### config.mk
export PLATFORM = sky130hd
export DESIGN_NAME = icache_refill_responder_flat
export DESIGN_NICKNAME = d
export VERILOG_FILES = /design/src/rtl/icache_refill_responder_if.sv /design/src/rtl/icache_refill_responder.sv /design/src/flat_wrapper.sv
export SDC_FILE = /design/constraint.sdc
export NUM_CORES = 1
export LEC_CHECK = 0
export CORE_MARGIN = 4
export CORE_UTILIZATION = 40
export CTS_CLUSTER_SIZE = 25
export DETAILED_ROUTE_END_ITERATION = 12
export MAX_ROUTING_LAYER = met4
export PLACE_DENSITY = 0.88
export RECOVER_POWER = 50
export SKIP_LAST_GASP = 1
export SLEW_MARGIN = 5
export SYNTH_ARGS = -nofsm -noshare
export SYNTH_HDL_FRONTEND = slang
export SYNTH_SLANG_ARGS = --single-unit
export TNS_END_PERCENT = 5
### constraint.sdc
create_clock -name clk -period 2 [get_ports clk]
set_clock_uncertainty 0.1 [all_clocks]
set_input_delay 0.4 -clock clk [delete_from_list [all_inputs] [get_ports clk]]
set_output_delay 0.4 -clock clk [all_outputs]
set_load 0.01 [all_outputs]
### src/rtl/icache_refill_responder_if.sv
// ICache refill bundle: line request/response on one side, word-wide BRAM read port on the other.
interface icache_refill_responder_if #(
  parameter int WORD          = 32,
  parameter int LINE_WORDS    = 4,
  parameter int RAM_DEPTH_LOG = 10
) ();
  logic                       memory_valid;
  logic [WORD-1:0]            load_addr;
  logic                       memory_ready;
  logic [WORD*LINE_WORDS-1:0] data_from_mem;
  logic                       mem_en;
  logic [RAM_DEPTH_LOG-1:0]   mem_addr;
  logic [WORD-1:0]            mem_dout;

  // master: the ICache and memory around the responder; slave: the responder itself
  modport master (
    output memory_valid, load_addr, mem_dout,
    input  memory_ready, data_from_mem, mem_en, mem_addr
  );

  modport slave (
    input  memory_valid, load_addr, mem_dout,
    output memory_ready, data_from_mem, mem_en, mem_addr
  );
endinterface

### src/rtl/icache_refill_responder.sv
// Reads LINE_WORDS consecutive words from 1-cycle-latency BRAM and returns them as one line.
// Request sampled in IDLE; memory_ready pulses LINE_WORDS+2 cycles later; dropping memory_valid mid-refill aborts.
module icache_refill_responder #(
  parameter int WORD          = 32,
  parameter int LINE_WORDS    = 4,
  parameter int RAM_DEPTH_LOG = 10
) (
  input logic clk,
  input logic rst,
  icache_refill_responder_if.slave bus
);
  localparam int OFF = $clog2(LINE_WORDS);

  typedef enum logic [1:0] {IDLE, READ, DRAIN, RESP} state_t;

  state_t                     state_q;
  logic [RAM_DEPTH_LOG-1:0]   base_q, base_d, mem_addr_q;
  logic [OFF-1:0]             issue_q, issue_d, cap_q;
  logic                       mem_en_q, cap_vld_q, ready_q;
  logic [WORD*LINE_WORDS-1:0] line_q;

  // Byte offset and word-in-line bits are dropped, so any address inside a line maps to its base.
  assign base_d  = {bus.load_addr[RAM_DEPTH_LOG+1:OFF+2], {OFF{1'b0}}};
  assign issue_d = issue_q + OFF'(1);

  logic unused_addr_bits;
  assign unused_addr_bits = ^{bus.load_addr[WORD-1:RAM_DEPTH_LOG+2], bus.load_addr[OFF+1:0]};

  always_ff @(posedge clk or negedge rst) begin
    if (!rst) begin
      state_q    <= IDLE;
      base_q     <= '0;
      mem_addr_q <= '0;
      issue_q    <= '0;
      cap_q      <= '0;
      mem_en_q   <= 1'b0;
      cap_vld_q  <= 1'b0;
      ready_q    <= 1'b0;
      line_q     <= '0;
    end else begin
      cap_vld_q <= mem_en_q;
      ready_q   <= 1'b0;

      if (cap_vld_q && (state_q == READ || state_q == DRAIN)) begin
        line_q[cap_q*WORD +: WORD] <= bus.mem_dout;
        cap_q                      <= cap_q + OFF'(1);
      end

      case (state_q)
        IDLE: begin
          if (bus.memory_valid) begin
            base_q     <= base_d;
            issue_q    <= '0;
            cap_q      <= '0;
            mem_en_q   <= 1'b1;
            mem_addr_q <= base_d;
            state_q    <= READ;
          end
        end
        READ: begin
          if (!bus.memory_valid) begin
            mem_en_q <= 1'b0;
            state_q  <= IDLE;
          end else if (issue_q == OFF'(LINE_WORDS-1)) begin
            mem_en_q <= 1'b0;
            state_q  <= DRAIN;
          end else begin
            // Base is line-aligned, so OR-ing in the offset never carries into the line index.
            issue_q    <= issue_d;
            mem_addr_q <= base_q | RAM_DEPTH_LOG'(issue_d);
          end
        end
        DRAIN: begin
          if (!bus.memory_valid) begin
            state_q <= IDLE;
          end else begin
            ready_q <= 1'b1;
            state_q <= RESP;
          end
        end
        RESP:    state_q <= IDLE;
        default: state_q <= IDLE;
      endcase
    end
  end

  assign bus.memory_ready  = ready_q;
  assign bus.data_from_mem = line_q;
  assign bus.mem_en        = mem_en_q;
  assign bus.mem_addr      = mem_addr_q;
endmodule

### src/flat_wrapper.sv
// flat-port wrapper written by rule: the top's interface ports become plain ports
module icache_refill_responder_flat 
#(
  parameter int WORD          = 32,
  parameter int LINE_WORDS    = 4,
  parameter int RAM_DEPTH_LOG = 10
)
  (clk, rst, bus_memory_valid, bus_load_addr, bus_mem_dout, bus_memory_ready, bus_data_from_mem, bus_mem_en, bus_mem_addr);
  icache_refill_responder_if #(.WORD(WORD), .LINE_WORDS(LINE_WORDS), .RAM_DEPTH_LOG(RAM_DEPTH_LOG)) bus_i ();
  input logic clk;
  input logic rst;
  input wire logic [$bits(bus_i.memory_valid)-1:0] bus_memory_valid;
  input wire logic [$bits(bus_i.load_addr)-1:0] bus_load_addr;
  input wire logic [$bits(bus_i.mem_dout)-1:0] bus_mem_dout;
  output wire logic [$bits(bus_i.memory_ready)-1:0] bus_memory_ready;
  output wire logic [$bits(bus_i.data_from_mem)-1:0] bus_data_from_mem;
  output wire logic [$bits(bus_i.mem_en)-1:0] bus_mem_en;
  output wire logic [$bits(bus_i.mem_addr)-1:0] bus_mem_addr;
  assign bus_i.memory_valid = bus_memory_valid;
  assign bus_i.load_addr = bus_load_addr;
  assign bus_i.mem_dout = bus_mem_dout;
  assign bus_memory_ready = bus_i.memory_ready;
  assign bus_data_from_mem = bus_i.data_from_mem;
  assign bus_mem_en = bus_i.mem_en;
  assign bus_mem_addr = bus_i.mem_addr;
  icache_refill_responder #(.WORD(WORD), .LINE_WORDS(LINE_WORDS), .RAM_DEPTH_LOG(RAM_DEPTH_LOG)) u_core (.clk(clk), .rst(rst), .bus(bus_i));
endmodule
Word level (Yosys, flattened, before mapping):

Index checks and enable logic that the tools add are counted.

* register bits after elaboration: 155
* input port bits: 67
* bits in latches: 0
* memories: 0
* bits in read-only memories: 0
* RAM bits: 0

* shift operators: 2
* muxes and demuxes: 23
* $add $sub $neg: 3
* divide/modulo/power cells: 0
* equality and inequality tests: 8
* reduce and logical (&&, ||, !) cells: 8
* multipliers: 0
* order comparisons: 0
* bitwise logic cells: 1

Operators with widths (number)
* 128-bit bitwise mux: 1
* 32-bit by 34-bit variable shift with 128-bit output (first input constant): 1
* 32-bit by 34-bit indexed part select with 128-bit output: 1
* 7-bit negation with 34-bit output: 1
* 10-bit 2-to-1 mux: 3
* 2-bit 2-to-1 mux: 10
* 10-bit one-hot mux with 2 select lines: 1
* 10-bit by 2-bit bitwise OR with 10-bit output: 1
* 2-bit one-hot mux with 4 select lines: 1
* 2-bit equality test (second input constant): 3
* 2-bit != test (second input constant): 3
* 1-bit 2-to-1 mux: 5
* 2-bit by 1-bit adder with 2-bit output (second input constant): 2
* 2-bit one-hot mux with 2 select lines: 1
* 2-bit AND reduction: 2
* 4-bit AND reduction: 1
* 3-bit != test (second input constant): 1
* 3-bit AND reduction: 1
* 2-bit by 1-bit equality test with 1-bit output (second input constant): 1
* 2-bit logical NOT: 1
* 1-bit one-hot mux with 2 select lines: 1
* 2-bit nonzero test: 1
* 1-bit logical AND: 1
* 1-bit logical OR: 1

Longest topological paths before layout:

Gate-level depths: netlist of run 1.

* word-level depth: 6
* gate-level depth with buffers: 6
* mapped depth without buffers: 5

Worst setup path before layout of run 1:

OpenSTA, ideal clock, no wires.

* path type: reg-to-reg
* start point: register u_core.cap_q[0]
* end point: register u_core.line_q[66] (netlist: u_core.bus.data_from_mem[66])
* slack: -0.021 ns
* path buffers: 1
* clock period less this slack: 2.021 ns
* cell stages (with the launch flop): 7
* setup time: 0.065 ns
* arrival time: 1.856 ns
* path through: dfrtp_1 -> inv_1 -> ha_1 -> nand2b_1 -> nor4_2 -> buf_2 -> a22o_1

* word-level cells in the longest chain between the ends: 3
* elaborated cells between the ends (all ways): 4
* those cells by class: 1 x add/sub; 2 x shift; 1 x mux

RTL lines
* start: declaration: RTL line icache_refill_responder.sv:18 `logic [OFF-1:0] issue_q, issue_d, cap_q;`
* start signal: assignment: RTL line icache_refill_responder.sv:46 `cap_q <= cap_q + OFF'(1);`
* 7-bit negation with 34-bit output (*): RTL line icache_refill_responder.sv:45 `line_q[cap_q*WORD +: WORD] <= bus.mem_dout;`
* 32-bit by 34-bit indexed part select with 128-bit output / 32-bit by 34-bit variable shift with 128-bit output (equally long branches): RTL line icache_refill_responder.sv:45
* 128-bit bitwise mux (*): RTL line icache_refill_responder.sv:45
* end signal: indexed assignment: RTL line icache_refill_responder.sv:45
* end: declaration: RTL line icache_refill_responder.sv:20 `logic [WORD*LINE_WORDS-1:0] line_q;`

Mark *: on every way between the ends. The rest lies on a longest branch, timed or not.
A chain may end at the register's enable or synchronous reset.

Worst setup path after layout of run 1:

* start point: register u_core.state_q[1]
* end point: register u_core.line_q[90] (netlist: u_core.bus.data_from_mem[90])

* word-level cells in the longest chain between the ends: 3
* elaborated cells between the ends (all ways): 4
* those cells by class: 2 x eq/ne; 2 x reduce/logical

RTL lines
* start: declaration: RTL line icache_refill_responder.sv:16 `state_t state_q;`
* start signal: assignment: RTL line icache_refill_responder.sv:31 `state_q <= IDLE;`
* start signal: assignment: RTL line icache_refill_responder.sv:57 `state_q <= READ;`
* start signal: assignment: RTL line icache_refill_responder.sv:63 `state_q <= IDLE;`
* 2-bit by 1-bit equality test with 1-bit output / 2-bit equality test (equally long branches): RTL line icache_refill_responder.sv:44 `if (cap_vld_q && (state_q == READ || state_q == DRAIN)) begin`
* 1-bit logical OR (*): RTL line icache_refill_responder.sv:44
* 1-bit logical AND (*): RTL line icache_refill_responder.sv:44

Marks and branches as above.

==> summary.md, run 1 <==
| Metric | Value |
|---|---|
| CTS tree | `built` |
| Yosys warns | `0` |
| Vias in the first global route | `slightly below 5000` |
| Wire per inst | `21.2 microns` |
| Latest clock arrival within the worst-skew pair | `410 ps` |
| Fin. Hold Viols | `0` |
| FFs w/ async S/R, synth | `between 90% and 100%` |
| Setup Crit Path Kind | `register to register` |
| Clk root buf | `clkbuf_16` |
| Worst-path clk slew | `around 60 ps` |
| Initial core utilization | `41.2%` |
| Worst hold path type | `register to register` |
| Critical Path Fanout Max | `7` |
| Clk sinks | `around 150` |
| Post-synth EDFFs | `0` |
| Hold Slack | `between 300 and 400 ps` |
| Die span in x | `around 130 microns` |
| Placed Area | `8010 sq um` |
| First-pass GRT wire length | `26.8 mm` |
| IO buf count | `~180` |
| TritonCTS Buffers | `17` |
| DRT iter0 DRCs | `between 200 and 250` |
| Register bit count reported by yosys | `153` |
| Layout cell share with drive strength beyond 1 | `17.1%` |
| Rel. slew slack | `21.4%` |
| Multi-input gate area in the final layout | `1860 sq um` |
| Status | `finished clean` |
| Peak VDD IR | `between 0.0009 and 0.001 V` |
| Core footprint | `approximately 14000 sq um` |
| Area grow syn2layout | `49.5%` |
| Ys flop type | `dfrtp_1` |
| Initial antenna violation count | `0` |
| DP Wirelength | `between 10 and 15 mm` |
| Final Setup Violations | `0` |
| Syn avg cell area | `15.0 sq um` |
| Drt drc | `0` |
| Shortest period the worst path allows | `around 2000 ps` |
| Sequential area share after synthesis | `66.2%` |
| Mapped Area | `5790 sq um` |
| Post-layout nets | `about 670` |
| Detailed Routing Iterations Pass 1 | `5` |
| P_leak | `3.93 nW` |
| Detail Route Antenna Nets | `0` |
| All-Layer GR Usage | `21.4%` |
| Max_cap viols | `0` |
| Via count | `around 4400` |
| Synthesized Nets | `about 460` |
| Mapped Cells | `about 390` |
| Slew @ Worst Pin | `approximately 1200 ps` |
| Io pins | `between 200 and 250` |
| Critical Path AT | `between 2000 and 2500 ps` |
| Fin crit share | `a little over nine tenths` |
| Number of placement rows | `43` |
| GRT overflow | `0` |
| Fill count | `about 1000` |
| RD Place Congestion | `between 0.8 and 0.9` |
| Req. time, crit path | `2250 ps` |
| Chip height | `128 microns` |
| Final Max Tran Viols | `0` |
| Die ar. | `between 15000 and 20000 sq um` |
| FMAX | `around 500 MHz` |
| Area leader, netlist | `dfrtp_1` |
| RSZ-0062 raised after global routing | `true` |
| CP Launch Type | `register` |
| Clock tree buffer depth | `2` |
| Routed WL | `16.7 mm` |
| Vias per cell | `around 5.6` |
| Design Area, Final | `8650 sq um` |
| Count of cell types in the netlist | `27` |
| Element type at the critical path end | `register` |
| # diodes | `0` |
| Reg area | `around 3800 sq um` |
| Largest net degree at the start of global routing | `between 50 and 60` |
| Top post-synthesis cells by area | `dfrtp_1 66%, a22o_1 20%, mux2_2 4.9%` |
| Pwr dens | `1410 nW/um^2` |
| Synth top area share | `about two thirds` |
| H-tree depth | `4` |
==> state kept, by name (all words and copies together), names as in the netlist <==
register,flops
u_core.issue_q,1
u_core.bus.mem_en,1
u_core.cap_q,2
u_core.state_q,2
u_core.base_q,8
u_core.cap_vld_q,1
u_core.bus.data_from_mem,128
u_core.bus.mem_addr,9
u_core.bus.memory_ready,1
==> path summary, 6_finish.rpt <==
kind / slack (ps) / from / depth (start not counted) / endpoint
setup / recovery: 30 / u_core.state_q[1] / 7 / u_core.bus.data_from_mem[90]
hold / removal: 340 / u_core.bus.mem_en / 0 / u_core.cap_vld_q
setup reg to reg: 30 / u_core.state_q[1] / 7 / u_core.bus.data_from_mem[90]
hold reg to reg: 340 / u_core.bus.mem_en / 0 / u_core.cap_vld_q
max in group asynchronous: 200 / rst / 3 / u_core.bus.data_from_mem[68]
min in group asynchronous: 660 / rst / 2 / u_core.bus.data_from_mem[120]
==> critical path, cell delays in order, from the launching register on <==
cell and delay (ps):
dfrtp_1 370, inv_1 90, ha_2 430, nand3_2 130
nor4_4 210, buf_4 190, buf_2 230, a22o_1 160
==> where the power goes <==
part	internal (W)	total (W)	switching, W	leakage [nW]
sequential	0.00394	0.00447	0.000530	2.07
clock	0.00191	0.00317	0.00126	0.286
combinational	0.00248	0.00452	0.00204	1.58
==> logic make-up (layout without fill, tap and decap cells) <==
family / Yosys count / count (layout) / share of synthesized area (%)
XOR/XNOR: 1 / 1 / 0.151
AO/OA/AOI/OAI: 140 / 140 / 20.7
flip-flops: 153 / 153 / 66.2
AND/OR/NAND/NOR: 20 / 20 / 2.83
multiplexers: 28 / 28 / 5.38
adder cells (fa/ha/maj): 10 / 10 / 2.16
buffers and inverters: 34 / 257 / 2.59
==> timing repair <==
action,CTS,global route
endpoints found under the setup margin,40,134
buffers inserted,0,1
endpoints found under the hold margin,46,0
hold buffers,1,0
pin swaps,0,1
resized for setup,1,10
gates cloned,0,2
==> metal layers <==
layer  global-route usage [%]  wire length (microns)
met5                        -                      0
met4                     6.68                    162
met3                     5.88                   1190
met2                     33.3                   8510
met1                     27.5                   6870
==> metrics by stage <==
step | cells | worst slack, ps | total power [W] | TNS [ps] | utilization, %
6_report | 789 | 28.2 | 0.0122 | 0 | 61.6
2_1_floorplan | 386 | 44.2 | 0.00660 | 0 | -
4_1_cts | 786 | -32.1 | 0.0122 | -418 | 61.4
3_3_place_gp | 753 | -26.6 | 0.00879 | -33.2 | 57.1
5_1_grt | 789 | -71.8 | 0.0128 | -2650 | 61.6
3_5_place_dp | 753 | -83.6 | 0.00900 | -303 | 57.1
==> placed cells by master (no fill, tap or decap), types with 3 or more instances in the layout <==
| cell type | synthesis | layout |
|---|---|---|
| a21oi_1 | 4 | 4 |
| mux2i_1 | 3 | 3 |
| buf_6 | 0 | 5 |
| clkinv_2 | 0 | 3 |
| clkinvlp_4 | 0 | 3 |
| clkdlybuf4s50_1 | 0 | 181 |
| inv_6 | 0 | 3 |
| a22o_1 | 129 | 129 |
| dfrtp_1 | 153 | 152 |
| buf_2 | 12 | 3 |
| clkbuf_16 | 0 | 17 |
| ha_1 | 10 | 7 |
| mux2_2 | 25 | 25 |
| nand2_1 | 3 | 3 |
| inv_1 | 9 | 9 |
| buf_4 | 2 | 21 |
| o21ai_0 | 3 | 3 |
==> synthesized netlist by cell type (2+ instances only) <==
master,n
ha_1,10
buf_4,2
nand3_1,4
inv_1,9
nor2_1,2
buf_2,12
mux2i_1,3
o21ai_0,3
nand2b_1,2
mux2_2,25
nand2_1,3
a21oi_1,4
a22o_1,129
nor2b_1,2
clkbuf_1,11
nor4_2,2
dfrtp_1,153
==> layout make-up <==
cell class                      instances  share of cell area [%]
Sequential cell                       153                    44.3
Timing Repair Buffer                  216                    24.4
Multi-Input combinational cell        199                    21.5
Clock buffer                           19                    5.24
Tap cell                              180                    2.60
Clock inverter                         13                    1.63
Inverter                                9                   0.391
Note: power is estimated with default switching activity, not from simulation.
==> run 2, diff against run 1 <==
- SLEW_MARGIN: 5 -> 20
==> results of run 2 <==
The final DEF is identical to that of run 1; final timing and power are the same.
